`src/rtl/msg_pkg.sv`:
```
// Shared definitions for the message serializer: field geometry, framing constants,
// FSM states and the byte-index map of a transmitted frame.
package msg_pkg;

  localparam int          FIELD_W     = 8;
  localparam int          FIELD_N     = 5;
  localparam logic [7:0]  SOF_DEFAULT = 8'h7E;

  typedef enum logic [1:0] {
    IDLE = 2'd0,
    WAIT = 2'd1,
    LOAD = 2'd2,
    SEND = 2'd3
  } state_t;

  localparam logic [2:0] IDX_SOF  = 3'd0;
  localparam logic [2:0] IDX_AL   = 3'd1;
  localparam logic [2:0] IDX_DID  = 3'd2;
  localparam logic [2:0] IDX_SID  = 3'd3;
  localparam logic [2:0] IDX_ADDR = 3'd4;
  localparam logic [2:0] IDX_DATA = 3'd5;
  localparam logic [2:0] IDX_CSUM = 3'd6;

  // Frame checksum covers the five message fields only; the SOF byte is excluded.
  function automatic logic [FIELD_W-1:0] msg_checksum(
    input logic [FIELD_W-1:0] al,
    input logic [FIELD_W-1:0] did,
    input logic [FIELD_W-1:0] sid,
    input logic [FIELD_W-1:0] addr,
    input logic [FIELD_W-1:0] data
  );
    return al ^ did ^ sid ^ addr ^ data;
  endfunction

endpackage

```
`src/rtl/msg_serializer.sv`:
```
// Pops one message from an upstream FIFO and sends it as a 7-byte frame
// (SOF, five fields, XOR checksum) over a valid/ready byte link.
module msg_serializer
  import msg_pkg::*;
#(
  parameter logic [7:0] SOF_BYTE = SOF_DEFAULT
) (
  input  logic        clk,
  input  logic        reset,
  input  logic [7:0]  Al_Dl_101,
  input  logic [7:0]  D_ID,
  input  logic [7:0]  S_ID,
  input  logic [7:0]  M_Addr,
  input  logic [7:0]  M_Data,
  input  logic        my_empty_flag,
  output logic        my_read_flag,
  output logic [7:0]  tx_data,
  output logic        tx_valid,
  input  logic        tx_ready,
  output logic        tx_last,
  output logic [15:0] frames_sent
);

  state_t      state, state_nxt;
  logic [2:0]  idx;
  logic [7:0]  al_q, did_q, sid_q, addr_q, data_q;
  logic        xfer;

  assign xfer = (state == SEND) && tx_ready;

  always_ff @(posedge clk) begin
    if (reset) begin
      state       <= IDLE;
      idx         <= IDX_SOF;
      al_q        <= '0;
      did_q       <= '0;
      sid_q       <= '0;
      addr_q      <= '0;
      data_q      <= '0;
      frames_sent <= '0;
    end else begin
      state <= state_nxt;
      if (my_read_flag) begin
        al_q   <= Al_Dl_101;
        did_q  <= D_ID;
        sid_q  <= S_ID;
        addr_q <= M_Addr;
        data_q <= M_Data;
        idx    <= IDX_SOF;
      end else if (xfer) begin
        idx <= idx + 3'd1;
        if (idx == IDX_CSUM) begin
          frames_sent <= frames_sent + 16'd1;
        end
      end
    end
  end

  // Link outputs decode from state and captured registers only; tx_ready steers
  // nothing but the next-state and index update, so a stalled byte stays put.
  always_comb begin
    state_nxt    = state;
    my_read_flag = 1'b0;
    tx_valid     = 1'b0;
    tx_last      = 1'b0;
    tx_data      = 8'h00;
    case (state)
      IDLE: if (!my_empty_flag) state_nxt = WAIT;
      WAIT: state_nxt = LOAD;
      LOAD: begin
        // A FIFO that drained during WAIT is never popped; fall back to IDLE.
        if (my_empty_flag) begin
          state_nxt = IDLE;
        end else begin
          my_read_flag = 1'b1;
          state_nxt    = SEND;
        end
      end
      SEND: begin
        tx_valid = 1'b1;
        tx_last  = (idx == IDX_CSUM);
        case (idx)
          IDX_SOF:  tx_data = SOF_BYTE;
          IDX_AL:   tx_data = al_q;
          IDX_DID:  tx_data = did_q;
          IDX_SID:  tx_data = sid_q;
          IDX_ADDR: tx_data = addr_q;
          IDX_DATA: tx_data = data_q;
          default:  tx_data = msg_checksum(al_q, did_q, sid_q, addr_q, data_q);
        endcase
        if (tx_ready && idx == IDX_CSUM) state_nxt = IDLE;
      end
      default: state_nxt = IDLE;
    endcase
  end

endmodule
```
`config.mk`:
```
export PLATFORM = sky130hd
export DESIGN_NAME = msg_serializer
export DESIGN_NICKNAME = d
export VERILOG_FILES = /design/src/rtl/msg_pkg.sv /design/src/rtl/msg_serializer.sv
export SDC_FILE = /design/constraint.sdc
export NUM_CORES = 1
export LEC_CHECK = 0
export ABC_AREA = 1
export CELL_PAD_IN_SITES_DETAIL_PLACEMENT = 2
export CELL_PAD_IN_SITES_GLOBAL_PLACEMENT = 2
export CORE_MARGIN = 2
export CORE_UTILIZATION = 29
export CTS_CLUSTER_SIZE = 24
export DETAILED_ROUTE_END_ITERATION = 8
export PLACE_DENSITY_LB_ADDON = 0.1
export SYNTH_ARGS = -nofsm -noshare
export SYNTH_HDL_FRONTEND = slang
export SYNTH_SLANG_ARGS = --single-unit
```
`constraint.sdc`:
```
create_clock -name clk -period 4.9 [get_ports clk]
set_input_delay 0.98 -clock clk [delete_from_list [all_inputs] [get_ports clk]]
set_output_delay 0.98 -clock clk [all_outputs]
set_load 0.005 [all_outputs]
```
After elaboration in Yosys (flattened, before gate mapping)
Cells that the tools add are included.
W data, S select, Z words.
{"block": "totals", "reg_bits": 61, "latchBits": 0, "out_inout_bits": 27, "memories": 0, "mem_bits_rw": 0, "in_bits": 44, "mem_bits_ro": 0, "wordCells": 43}
{"block": "op_classes", "n_mux": 10, "n_addsub": 2, "div": 0, "reduce_logical": 7, "n_eq_ne": 11, "bitwise_logic": 5, "order_cmp": 0, "n_shift": 0, "multipliers": 0}
{"cell": "$pmux W8 S6", "n": 1}
{"cell": "$xor A8 B8 Y8", "n": 4}
{"cell": "$add A16 B1 Y16 const B", "n": 1}
{"cell": "$eq A3 B3 Y1 const B", "n": 3}
{"cell": "$mux W8", "n": 1}
{"cell": "$pmux W2 S4", "n": 1}
{"cell": "$eq A3 B2 Y1 const B", "n": 2}
{"cell": "$mux W2", "n": 3}
{"cell": "$eq A2 B2 Y1 const B", "n": 2}
{"cell": "$mux W1", "n": 4}
{"cell": "$add A3 B1 Y3 const B", "n": 1}
{"cell": "$eq A3 B1 Y1 const B", "n": 1}
{"cell": "$logic_not A3 Y1", "n": 1}
{"cell": "$reduce_and A3 Y1", "n": 1}
{"cell": "$eq A2 B1 Y1 const B", "n": 1}
{"cell": "$logic_and A1 B1 Y1", "n": 2}
{"cell": "$logic_not A2 Y1", "n": 1}
{"cell": "$ne A2 B1 Y1 const B", "n": 1}
{"cell": "$ne A2 B2 Y1 const B", "n": 1}
{"cell": "$reduce_and A2 Y1", "n": 1}
{"cell": "$reduce_or A2 Y1", "n": 1}
{"cell": "$not A1 Y1", "n": 1}

Longest topological paths before layout
{"block": "logic_depth", "ltp_word": 6, "depth_mapped": 11, "mapped_depth_nobuf": 10}

Least setup slack after synthesis
No wires, ideal clock.
{"block": "synth_timing", "path_type": "reg-to-output", "from": "register idx[2]", "to": "output port tx_data[3]", "path_slack_ns": 2.398, "path_stages_with_launch": 12, "arrival_time_ns": 1.522, "path_buffers": 2, "required_ns": 3.920, "cell_sequence": "dfxtp_1 inv_1 ha_1 buf_2 inv_1 nand3_1 nor2_2 buf_4 nor2_1 nand2_1 nand2_1 nor2_1"}
{"block": "synth_between", "elab_chain_cells": 3, "word_cells_on_any_way": 8, "cone_classes": "5 x eq/ne; 2 x mux; 1 x reduce/logical"}
{"element": "from (decl)", "line": "msg_serializer.sv:25", "source": "logic [2:0] idx;"}
{"element": "from (signal assigned)", "line": "msg_serializer.sv:51", "source": "idx <= idx + 3'd1;"}
{"element": "$eq A3 B3 Y1, or another cell as far along", "line": "msg_serializer.sv:82", "source": "case (idx)"}
{"element": "$pmux W8 S6 *", "line": "msg_serializer.sv:82"}
{"element": "$mux W8 *", "line": "msg_serializer.sv:67", "source": "case (state)"}
{"element": "to (decl)", "line": "msg_serializer.sv:17", "source": "output logic [7:0] tx_data,"}
Every way passes the cells marked *; elsewhere a longest branch is shown, timed or not.

Final worst setup path
{"block": "layout_timing", "from": "register idx[2]", "to": "output port tx_data[7]"}
Same word-level chain as after synthesis.

==> results.sh <==
export IMPL_leakagePower_nw=1.73
export IMPL_place_area_um2=4100
export IMPL_syn_num_nets=562
export IMPL_crit_start="idx[2]"
export IMPL_critPathLaunchType="register"
export IMPL_slew_violations=0
export IMPL_seqPwrFrac_pct=40.7
export IMPL_antenna_left=0
export IMPL_fin_setup_tns_ps=0
export IMPL_postCtsSetupRepairBufs=0
export IMPL_cts_hold_buf=0
export IMPL_path_clk_slew_ps=60
export IMPL_die_y_um=110
export IMPL_synth_cell_types=24
export IMPL_finalCriticalPeriod_ps=4020
export IMPL_crit_fanout=13
export IMPL_grt_overflow_total=0
export IMPL_cts_sinks=61
export IMPL_cts_buffers=9
export IMPL_peakVddDrop_uv=160
export IMPL_worstRegToRegCells=10
export IMPL_n_fill_cell=1345
export IMPL_skew_ps=6.24
export IMPL_io_buffers=70
export IMPL_fin_nets=631
export IMPL_outcome="finished, final reports clean"
export IMPL_crit_type="register to primary output"
export IMPL_ys_warn_count=0
export IMPL_powerDensity_nw_per_um2=294
export IMPL_hold_viol=0
export IMPL_drive_above_1_share_pct=4.78
export IMPL_clk_path_buf_depth=2
export IMPL_p_int_uw=976
export IMPL_dieArea_um2=12100
export IMPL_max_freq_mhz=249
export IMPL_via_per_inst=4.85
export IMPL_htree_levels=3
export IMPL_io_pins=71
export IMPL_grt_max_degree=56
export IMPL_initial_core_util_pct=29.9
export IMPL_grt_pass1_vias=3770
export IMPL_synth_seq_cells=61
export IMPL_syn_mean_instance_area_um2=6.38
export IMPL_r2r_end="frames_sent[11]"
export IMPL_final_common_cell="nand2_1"
export IMPL_p_sw_uw=313
export IMPL_routed_wl_mm=11.6
export IMPL_dr_pass1_iters=4
export IMPL_ctsResizeCount=0
export IMPL_num_rows=38
export IMPL_power_mw=1.29
export IMPL_rsz0062_at_grt="false"
export IMPL_cts_tree="done"
export IMPL_drc_errors=0
export IMPL_maxCapViolCount=0
export IMPL_seq_area_frac_synth_pct=37.4
export IMPL_postLayoutCoreUtil_pct=40.2
export IMPL_post_drt_wl_per_cell_um=16.0
export IMPL_r2r_start="idx[0]"
export IMPL_max_slew_margin_pct=30.8
export IMPL_reg2reg_slack_ps=2960
export IMPL_clk_latency_ps=340
export IMPL_crit_top_cell="inv_1"
export IMPL_antenna_cells=0
export IMPL_tightestPinTransition_ps=1040
export IMPL_grt_total_usage_pct=20.5
export IMPL_worstPathRequired_ps=3920
export IMPL_syn_cell_area_um2=3270
export IMPL_antenna_found_initial=0
export IMPL_critPathMaxStageDelay_ps=520
export IMPL_fin_crit_sh_pct=82.0
export IMPL_vias=3523
export IMPL_comb_power_share_pct=9.7
export IMPL_synth_cells=512
export IMPL_place_gp_congestion=0.805
export IMPL_switching_share_pct=24.3
export IMPL_crit_end="tx_data[7]"
export IMPL_hpwl_mm=8.21
export IMPL_critPathCaptureType="primary output"
export IMPL_finalSetupViolCount=0
export IMPL_stdcell_area_um2=4390
export IMPL_crit_chain="inv_1 > ha_1 > inv_1 > nand3_1 > nor2_2 > inv_1 > nand3_1 > o21ai_0 > nor2_1 > clkdlybuf4s50_1"
export IMPL_worst_ep_arrival_time_ps=3040
export IMPL_grt_pass1_wl_mm=18.7
export IMPL_core_um2=10900
export IMPL_area_growth_pct=34.5
export IMPL_final_cell_mix="nand2_1, nor2_1, clkdlybuf4s50_1"
export IMPL_hold_class="register to register"
export IMPL_clockRootBuffer="clkbuf_16"
export IMPL_drt_iter0_markers=80
export IMPL_power_frac_clock_pct=49.6
export IMPL_die_x_um=110
export IMPL_slowest_stage="clkdlybuf4s50_1"
==> state kept, by name, summed over array words and instances, names as in the netlist <==
signal and count:
frames_sent 16, addr_q 8, al_q 8, data_q 8
did_q 8, sid_q 8, idx 3, state 2
==> routing by layer <==
layer	GRT usage (%)	share of wire, %
met1	21.7	41
met2	38.9	53
met3	6.17	4.4
met4	5.54	1.2
met5	0	0
==> metrics by stage <==
step	std cells	hold slack [ps]	setup WS [ps]
3_3_place_gp	710	474	1350
2_1_floorplan	512	456	2400
5_1_grt	726	515	660
6_report	726	484	880
4_1_cts	726	494	836
3_5_place_dp	710	479	1200
==> area by class of cell <==
cell class / instances / area, µm² / share of cell area, %
Clock buffer: 11 / 243 / 5.53
Clock inverter: 5 / 50.0 / 1.14
Inverter: 53 / 199 / 4.53
Timing Repair Buffer: 74 / 731 / 16.6
Multi-Input combinational cell: 382 / 1770 / 40.4
Tap cell: 140 / 175 / 3.99
Sequential cell: 61 / 1220 / 27.8
==> how the worst min path moves through the flow <==
| stage | startpoint | endpoint | depth (start not counted) |
|---|---|---|---|
| 2_1_floorplan | addr_q[4] | addr_q[4] | 2 |
| 3_3_place_gp | frames_sent[5] | frames_sent[5] | 2 |
| 3_5_place_dp | frames_sent[5] | frames_sent[5] | 2 |
| 4_1_cts | frames_sent[5] | frames_sent[5] | 2 |
| 5_1_grt | addr_q[4] | addr_q[4] | 2 |
| 6_report | frames_sent[5] | frames_sent[5] | 2 |
==> Yosys cell counts <==
| cell | count | share of area [%] |
|---|---|---|
| clkinv_1 | 2 | 0.23 |
| a31o_2 | 1 | 0.27 |
| o22ai_1 | 2 | 0.38 |
| nor2_1 | 108 | 12 |
| nor2_2 | 5 | 0.96 |
| nor2_4 | 1 | 0.34 |
| xor2_1 | 4 | 1.1 |
| buf_1 | 1 | 0.11 |
| nand4_2 | 1 | 0.38 |
| o211ai_1 | 1 | 0.23 |
| dfxtp_1 | 61 | 37 |
| ha_1 | 6 | 2.3 |
| o21ai_0 | 57 | 8.7 |
| nand2_2 | 1 | 0.19 |
| buf_2 | 4 | 0.61 |
| clkbuf_1 | 9 | 1.0 |
| buf_4 | 2 | 0.46 |
| nand4_1 | 6 | 1.1 |
| nand2_1 | 120 | 14 |
| a21oi_1 | 36 | 5.5 |
| xnor2_1 | 13 | 3.5 |
| inv_1 | 51 | 5.9 |
| nand3_1 | 19 | 2.9 |
| nor3_1 | 1 | 0.15 |
==> power groups by stage <==
stage | clock network, mW | logic [mW] | registers (mW)
2_1_floorplan | 0 | 0.0655 | 0.531
3_3_place_gp | 0 | 0.119 | 0.534
3_5_place_dp | 0 | 0.125 | 0.535
4_1_cts | 0.654 | 0.128 | 0.524
5_1_grt | 0.677 | 0.142 | 0.526
6_report | 0.640 | 0.125 | 0.524
==> logic make-up after synthesis <==
kind of cell               Yosys count  share of synthesized area [%]
AOI/OAI and AO/OA                   97                           15.1
DFF                                 61                           37.4
and+or+nand+nor                    262                           32.3
adders and majority gates            6                           2.30
xor gates and xnor gates            17                           4.56
buffers and inverters               69                           8.31
==> critical path, delay by kind of cell (launching register included) <==
family | cells | cell delay (ps)
buffers and inverters | 4 | 1010
DFF | 1 | 460
adders and majority gates | 1 | 350
AOI/OAI and AO/OA | 1 | 70
and+or+nand+nor | 4 | 820
(Power assumes the default switching activity.)
